==> src/rtl/key_led_ctrl.sv <==
// rtl/key_led_ctrl.sv - single-key debounced mode selector driving an 8-bit LED pattern stage
module key_led_ctrl #(
  parameter int DEBOUNCE_CYCLES = 540000,
  parameter int STEP_CYCLES     = 6750000
) (
  input  logic       clk,
  input  logic       rst_n,
  input  logic       key,
  output logic [1:0] ctrl,
  output logic [7:0] led
);

  localparam int DW = (DEBOUNCE_CYCLES > 2) ? $clog2(DEBOUNCE_CYCLES) : 1;
  localparam int SW = (STEP_CYCLES > 2) ? $clog2(STEP_CYCLES) : 1;
  localparam logic [DW-1:0] DB_LAST   = DW'(DEBOUNCE_CYCLES - 1);
  localparam logic [SW-1:0] STEP_LAST = SW'(STEP_CYCLES - 1);

  logic          sync1_q, sync1_d;
  logic          key_s_q, key_s_d;
  logic          db_q, db_d;
  logic [DW-1:0] db_cnt_q, db_cnt_d;
  logic          press_q, press_d;
  logic [1:0]    ctrl_q, ctrl_d;
  logic [1:0]    ctrl_prev_q, ctrl_prev_d;
  logic [SW-1:0] step_cnt_q, step_cnt_d;
  logic [7:0]    led_q, led_d;

  // Synchronise the raw key and accept a new level only after it has persisted long enough.
  always_comb begin
    sync1_d  = key;
    key_s_d  = sync1_q;
    db_d     = db_q;
    db_cnt_d = db_cnt_q;
    press_d  = 1'b0;
    if (key_s_q == db_q) begin
      db_cnt_d = '0;
    end else if (db_cnt_q == DB_LAST) begin
      db_d     = key_s_q;
      db_cnt_d = '0;
      // Only the pressed direction (debounced 1 -> 0) is an event.
      press_d  = ~key_s_q;
    end else begin
      db_cnt_d = db_cnt_q + DW'(1);
    end
  end

  // Each press advances the mode; 2-bit arithmetic gives the 3 -> 0 wrap.
  always_comb begin
    ctrl_d = press_q ? ctrl_q + 2'd1 : ctrl_q;
  end

  // LED pattern stage: a mode change reloads the pattern and restarts the step timer,
  // taking priority over a step tick landing on the same clock.
  always_comb begin
    ctrl_prev_d = ctrl_q;
    step_cnt_d  = step_cnt_q;
    led_d       = led_q;
    if (ctrl_q != ctrl_prev_q) begin
      step_cnt_d = '0;
      case (ctrl_q)
        2'd0:    led_d = 8'h00;
        2'd1:    led_d = 8'h01;
        2'd2:    led_d = 8'h80;
        default: led_d = 8'hFF;
      endcase
    end else if (step_cnt_q == STEP_LAST) begin
      step_cnt_d = '0;
      case (ctrl_q)
        2'd0:    led_d = 8'h00;
        2'd1:    led_d = {led_q[6:0], led_q[7]};
        2'd2:    led_d = {led_q[0], led_q[7:1]};
        default: led_d = ~led_q;
      endcase
    end else begin
      step_cnt_d = step_cnt_q + SW'(1);
    end
  end

  // State registers; synchroniser and debounced level reset to the released state.
  always_ff @(posedge clk or negedge rst_n) begin
    if (!rst_n) begin
      sync1_q     <= 1'b1;
      key_s_q     <= 1'b1;
      db_q        <= 1'b1;
      db_cnt_q    <= '0;
      press_q     <= 1'b0;
      ctrl_q      <= 2'd0;
      ctrl_prev_q <= 2'd0;
      step_cnt_q  <= '0;
      led_q       <= 8'h00;
    end else begin
      sync1_q     <= sync1_d;
      key_s_q     <= key_s_d;
      db_q        <= db_d;
      db_cnt_q    <= db_cnt_d;
      press_q     <= press_d;
      ctrl_q      <= ctrl_d;
      ctrl_prev_q <= ctrl_prev_d;
      step_cnt_q  <= step_cnt_d;
      led_q       <= led_d;
    end
  end

  assign ctrl = ctrl_q;
  assign led  = led_q;

endmodule

==> config.mk <==
export PLATFORM = sky130hd
export DESIGN_NAME = key_led_ctrl
export DESIGN_NICKNAME = d
export VERILOG_FILES = /design/src/rtl/key_led_ctrl.sv
export SDC_FILE = /design/constraint.sdc
export NUM_CORES = 1
export LEC_CHECK = 0
export ABC_AREA = 0
export CORE_AREA = 2 2 87 89
export CTS_CLUSTER_SIZE = 8
export DETAILED_ROUTE_END_ITERATION = 12
export DIE_AREA = 0 0 89 91
export PLACE_DENSITY = 0.74
export SLEW_MARGIN = 20
export SYNTH_ARGS = -nofsm -noshare
export SYNTH_HDL_FRONTEND = slang
export SYNTH_SLANG_ARGS = --single-unit
==> constraint.sdc <==
create_clock -name clk -period 2 [get_ports clk]
set_input_delay 0.4 -clock clk [delete_from_list [all_inputs] [get_ports clk]]
set_output_delay 0.4 -clock clk [all_outputs]
set_load 0.005 [all_outputs]
[Word level (Yosys, flattened, before mapping)]
Index checks and enable logic that the tools add are counted.
Word-level totals
  memories: 0
  flip-flop bits (word level): 59
  ROM bits: 0
  output and inout bits: 10
  bits in latches: 0
  bits in writable memories: 0
Cells by class
  $lt $le $gt $ge: 0
  multiply operators: 0
  $add $sub $neg: 3
  eq/ne operators: 6
  bitwise gates (word level): 3
  reduce and logical (&&, ||, !) cells: 3
  div/mod/pow operators: 0
  mux-type cells: 10
  shift operators: 0
Operators with widths (count)
  one-hot mux 8 bit (3 select lines): 2
  2-to-1 mux 23 bit: 2
  2-to-1 mux 20 bit: 2
  adder 23 x 1 -> 23 bit, second input constant: 1
  == test 23 bit, second input constant: 1
  adder 20 x 1 -> 20 bit, second input constant: 1
  == test 20 bit, second input constant: 1
  2-to-1 mux 8 bit: 2
  inverter 8 bit: 1
  adder 2 x 1 -> 2 bit, second input constant: 1
  == test 2 x 1 -> 1 bit, second input constant: 1
  == test 2 bit, second input constant: 1
  logical NOT 2 bit: 1
  2-to-1 mux 1 bit: 2
  inequality test 2 bit: 1
  inverter 1 bit: 2
  AND reduction 2 bit: 1
  nonzero test 2 bit: 1
  == test 1 bit: 1

[Logic depth before layout (Yosys ltp)]
  depth after elaboration: 4
  mapped depth: 7
  depth with buffers taken out: 6

[Least setup slack after synthesis]
No wires, ideal clock.
  kind: register to register
  start point: reg db_cnt_q[7]
  end point: reg db_cnt_q[19]
  stages on the path, launching flop included: 7
  setup slack: 0.185 ns
  clock period less this slack: 1.815 ns
  setup time: 0.079 ns
  arrival: 1.735 ns
  path through: dfrtp_1 buf_4 nand3_1 or4_1 buf_2 or4_1 a21oi_1
On the way
  word-level cells in the longest chain between the ends: 3
  elaborated cells between the ends (all ways): 4
  classes of those cells: add/sub: 1; eq/ne: 1; mux: 2
RTL lines
  start: declaration: RTL line 21  | logic [DW-1:0] db_cnt_q, db_cnt_d;
  start signal: assignment: RTL line 95  | db_cnt_q <= db_cnt_d;
  adder 20 x 1 -> 20 bit / == test 20 bit (equally long branches): RTL line 43, 37
  2-to-1 mux 20 bit *: RTL line 37  | end else if (db_cnt_q == DB_LAST) begin
  2-to-1 mux 20 bit *: RTL line 35  | if (key_s_q == db_q) begin
  net db_cnt_d[19]: RTL line 21
Mark *: on every way through the listed nets, which the timed path passes. The rest lies on a longest branch.
A chain may end at the register's enable or synchronous reset.

[Worst setup path in the final report]
  start point: reg step_cnt_q[19]
  end point: reg led_q[1], in the netlist led[1]
On the way
  word-level cells in the longest chain between the ends: 2
RTL lines
  start: declaration: RTL line 25  | logic [SW-1:0] step_cnt_q, step_cnt_d;
  start signal: assignment: RTL line 99  | step_cnt_q <= step_cnt_d;
  == test 23 bit: RTL line 66  | end else if (step_cnt_q == STEP_LAST) begin
  nonzero test 2 bit (no source line)
  end signal: assignment: RTL line 100  | led_q <= led_d;
  end: declaration: RTL line 26  | logic [7:0] led_q, led_d;
Every way passes these cells.

==> out/summary.md <==
The starting density of the core is 44.0%, and the worst endpoint data arrival time is 2090 ps. The run gives 59 as the clock sink count. The worst-case IR drop observed on VDD is 0.000383 V.

Most frequent cell after synthesis: sky130_fd_sc_hd__dfrtp_1. The root cell of the clock tree is sky130_fd_sc_hd__clkbuf_8. In this run the standard cell core region covers 7140 sq um. In this run, synthesis inferred 0 flip-flops with an integrated enable.

In the global route stage, met1 resource usage came out at 20.1%. The area growth from synthesis to layout is 19.5%. The run finished with clean final reports.

Cells fill 52.6% of the core in the end. The logs give 120 for the number of DRC markers after the initial detailed-route iteration and 5.64% for the fraction of met3 tracks used by global routing. In this run the static leakage power is 1.58 nW. Synthesis instantiated 43 different standard cells from the library.

Setup repair after global routing left no endpoint under its margin. Power comes to 2.46 mW. Across the routed clock network, the largest skew measured is 10.9 ps.

Counting cells, the worst reg-to-reg path comes to 5. TritonCTS built the clock tree. The share of final-layout standard cells stronger than drive strength 1 came out at 13.6%. At the pin with the least slew margin, the transition time is 477 ps. For the switching power, the log shows 474 uW. In the post-synthesis netlist, the biggest area contributors are sky130_fd_sc_hd__dfrtp_1 45%, sky130_fd_sc_hd__xnor2_1 5.3%, sky130_fd_sc_hd__nor2_1 3.9%. The insertion delay of the later-clocked pin in the worst-skew pair was 330 ps. The endpoint class of the critical path was a flop. For this run, the register share of the synthesized area comes to 47.2%.

After technology mapping, the gate count stands at 326. The first global-routing pass estimated 11000 um of wire. The initial antenna violation count is 0, and the clock transition at the registers of the reported paths is 70 ps. Pin placement for this block handled 13 I/O pins. Of all cell types, the one taking the most synthesized area is sky130_fd_sc_hd__dfrtp_1. The number of global-route vias before repair was 2522; the maximum fanout along the worst path was 9. The setup path with the least slack is of type reg2reg.

Once detailed placement completed, the half-perimeter wirelength came to 4330 um. At the worst endpoint, the required time is 2230 ps. Entering global routing, the biggest net connects 24 pins. Global routing used 17.1% of the available tracks across all layers.

The cell-internal power was 1.99 mW; the weighted congestion at the end of routability-driven global placement was 0.857. The setup slack of the worst register-to-register path was 140 ps; the fraction of the cycle the final worst path needs was 92.9%. The path class of the tightest hold or removal check is in2async. The run gives 68.2% as the relative slew slack. For this design the ratio of total power to cell area is 657 nW/um^2. The Yosys step of the flow raised 0 warnings.

The count of buffers added on input and output ports is 12. The portion of total power attributed to sequential cells was 49.1%; the combinational fraction of design power was 2.1%. For met2 alone, demand over resource in global routing was 28.9%. The first TritonRoute pass finished after 4 iterations.

The top cell type by area accounts for 44.6% of the synthesized area. The height of the chip was 91 um; the final antenna-violating net count was 0. The total detailed-routing wirelength was 6360 um. In this run the critical register-to-register path is launched from step_cnt_q[19]. Averaged over all synthesized cells, the footprint is 9.63 sq um. Dividing the detail-routed wire length by the instance count gives 13.8 um.

Synthesis produced a netlist with a net count of 334. The die is 89 um wide. The row count is 31. The DRC violation count after routing was 0; the area enclosed by the die boundary was 8100 sq um.

The logs give 48.9% for the clock power share and 3 for the CTS H-tree depth. The buffer levels on the longest clock path came out at 2. For the number of pins exceeding their max-slew limit in the final report, the log shows 0. The repair_antennas step left the layout with diodes totalling 0. The worst setup path is launched from a flop.

In this run the critical register-to-register path is captured at led[1]. For this run the aggregate overflow at the end of global routing stands at 0. The total via count after detailed routing is 2590. Of the total power, the share spent switching nets is 19.2%.

Dividing the detail-routed via count by the number of cells gives 5.63. Flip-flop cell with the highest count after synthesis: sky130_fd_sc_hd__dfrtp_1. Counting the buffers created by CTS gives 9.

Sorting the synthesized cells by how often they occur yields 56 x sky130_fd_sc_hd__dfrtp_1, 33 x sky130_fd_sc_hd__nor2_1, 22 x sky130_fd_sc_hd__nand2_1. For this run, the top clock speed supported by timing is 0.538 GHz. For the post-synth design cell area, the log shows 3140 sq um. Across the run, the number of max-cap violations was 0.

The net count of the finished layout is 364. The aggregate negative setup slack is 0 ps. Count of state elements after synthesis: 59. The most used routing layer is met2. Setup violations remaining at the end of the flow were counted as 0. The number of hold-slack violations in the final timing report is 0, and the fraction of registers with async set or reset after synthesis is 100%. The clock period minus worst slack was 1860 ps.
state kept, by name, summed over array words and instances (netlist names):
signal	count
press_q	1
ctrl	2
db_q	1
ctrl_prev_q	2
db_cnt_q	20
key_s_q	1
key_s_d	1
led	8
step_cnt_q	23
stage by stage:
| step | instances | hold slack [ps] | setup WS [ps] | instance area [sq um] |
|---|---|---|---|---|
| 3_3_place_gp | 443 | 346 | 136 | 3510 |
| 3_5_place_dp | 443 | 348 | 69.4 | 3510 |
| 4_1_cts | 459 | 11.5 | 55.5 | 3730 |
| 5_1_grt | 460 | 8.88 | 35.3 | 3750 |
| 2_1_floorplan | 326 | 104 | 185 | 3140 |
| 6_report | 460 | 5.52 | 141 | 3750 |
cell families (layout without fill, tap and decap cells):
family                   after synthesis  count (layout)  synth area share (%)
XOR/XNOR                              27              27                  7.53
multiplexers                           2               2                 0.678
buffers and inverters                 23              58                  3.03
AND/OR/NAND/NOR                      145             145                  25.4
adder cells (fa/ha/maj)                5               5                  1.99
AO/OA/AOI/OAI                         65              65                  14.2
flip-flops                            59              59                  47.2
what timing repair did:
action                                  4_1_cts  5_1_grt
resized for setup                             0        3
hold buffers                                  0        0
setup buffers                                 0        1
endpoints found under the setup margin        0        8
power by group through the flow:
stage | clock network (mW) | registers (mW) | logic (mW)
global route | 1.30 | 1.21 | 0.0610
global placement | 0 | 1.23 | 0.0526
CTS | 1.24 | 1.21 | 0.0537
finish | 1.20 | 1.21 | 0.0510
floorplan | 0 | 1.23 | 0.0143
detailed placement | 0 | 1.23 | 0.0534
worst max-delay path, stage by stage, from the launching register on:
cell,delay (ps)
sky130_fd_sc_hd__dfrtp_1,420
sky130_fd_sc_hd__nor4bb_2,390
sky130_fd_sc_hd__nand4_1,130
sky130_fd_sc_hd__buf_4,190
sky130_fd_sc_hd__or4_1,510
sky130_fd_sc_hd__o211a_1,140
routing by layer:
layer / up-vias / part of all wire (%)
li1: 1280 / -
met1: 1248 / 45
met2: 56 / 50
met3: 6 / 4.5
met4: 0 / 1.2
met5: - / 0
cell usage in the layout, fill, tap and decap left out, types with 2 or more instances in the layout:
cell type | netlist | layout
sky130_fd_sc_hd__a211o_1 | 6 | 6
sky130_fd_sc_hd__a211oi_1 | 3 | 3
sky130_fd_sc_hd__a21oi_1 | 16 | 16
sky130_fd_sc_hd__a221oi_1 | 7 | 7
sky130_fd_sc_hd__a31oi_1 | 6 | 6
sky130_fd_sc_hd__and2_1 | 4 | 4
sky130_fd_sc_hd__and3_1 | 3 | 3
sky130_fd_sc_hd__and4_1 | 10 | 10
sky130_fd_sc_hd__buf_12 | 0 | 3
sky130_fd_sc_hd__buf_4 | 1 | 19
sky130_fd_sc_hd__bufinv_16 | 0 | 2
sky130_fd_sc_hd__clkbuf_1 | 9 | 3
sky130_fd_sc_hd__clkbuf_8 | 0 | 11
sky130_fd_sc_hd__clkdlybuf4s50_1 | 0 | 11
sky130_fd_sc_hd__dfrtp_1 | 56 | 56
sky130_fd_sc_hd__dfstp_2 | 3 | 3
sky130_fd_sc_hd__ha_1 | 5 | 4
sky130_fd_sc_hd__inv_1 | 8 | 8
sky130_fd_sc_hd__nand2_1 | 22 | 22
sky130_fd_sc_hd__nand3_1 | 17 | 16
sky130_fd_sc_hd__nand4_1 | 14 | 14
sky130_fd_sc_hd__nor2_1 | 33 | 33
sky130_fd_sc_hd__nor3_1 | 9 | 9
sky130_fd_sc_hd__nor4_1 | 3 | 3
sky130_fd_sc_hd__nor4b_1 | 3 | 3
sky130_fd_sc_hd__o211a_1 | 7 | 7
sky130_fd_sc_hd__o21ai_0 | 12 | 12
sky130_fd_sc_hd__o31ai_1 | 4 | 4
sky130_fd_sc_hd__or3_1 | 8 | 8
sky130_fd_sc_hd__or3_2 | 2 | 2
sky130_fd_sc_hd__or4_1 | 11 | 11
sky130_fd_sc_hd__xnor2_1 | 19 | 19
sky130_fd_sc_hd__xor2_1 | 8 | 8
how the worst max path moves through the flow:
stage,cells after the start,endpoint,start
after floorplan,6,db_cnt_q[19],db_cnt_q[7]
after global placement,5,led[2],step_cnt_q[0]
after detailed placement,5,led[3],step_cnt_q[0]
after CTS,5,led[3],step_cnt_q[16]
after global routing,4,db_cnt_q[19],db_cnt_q[2]
final,5,led[1],step_cnt_q[19]
cell type report:
cell class / count / area, sq um
fillers: 659 / 3380
clock inverters: 2 / 60.1
multi-input cells: 244 / 1580
repair buffers: 34 / 318
well taps: 99 / 124
clock buffers: 14 / 163
flip-flops and latches: 59 / 1480
inverters: 8 / 30.0
Note: power is estimated with default switching activity, not from simulation.
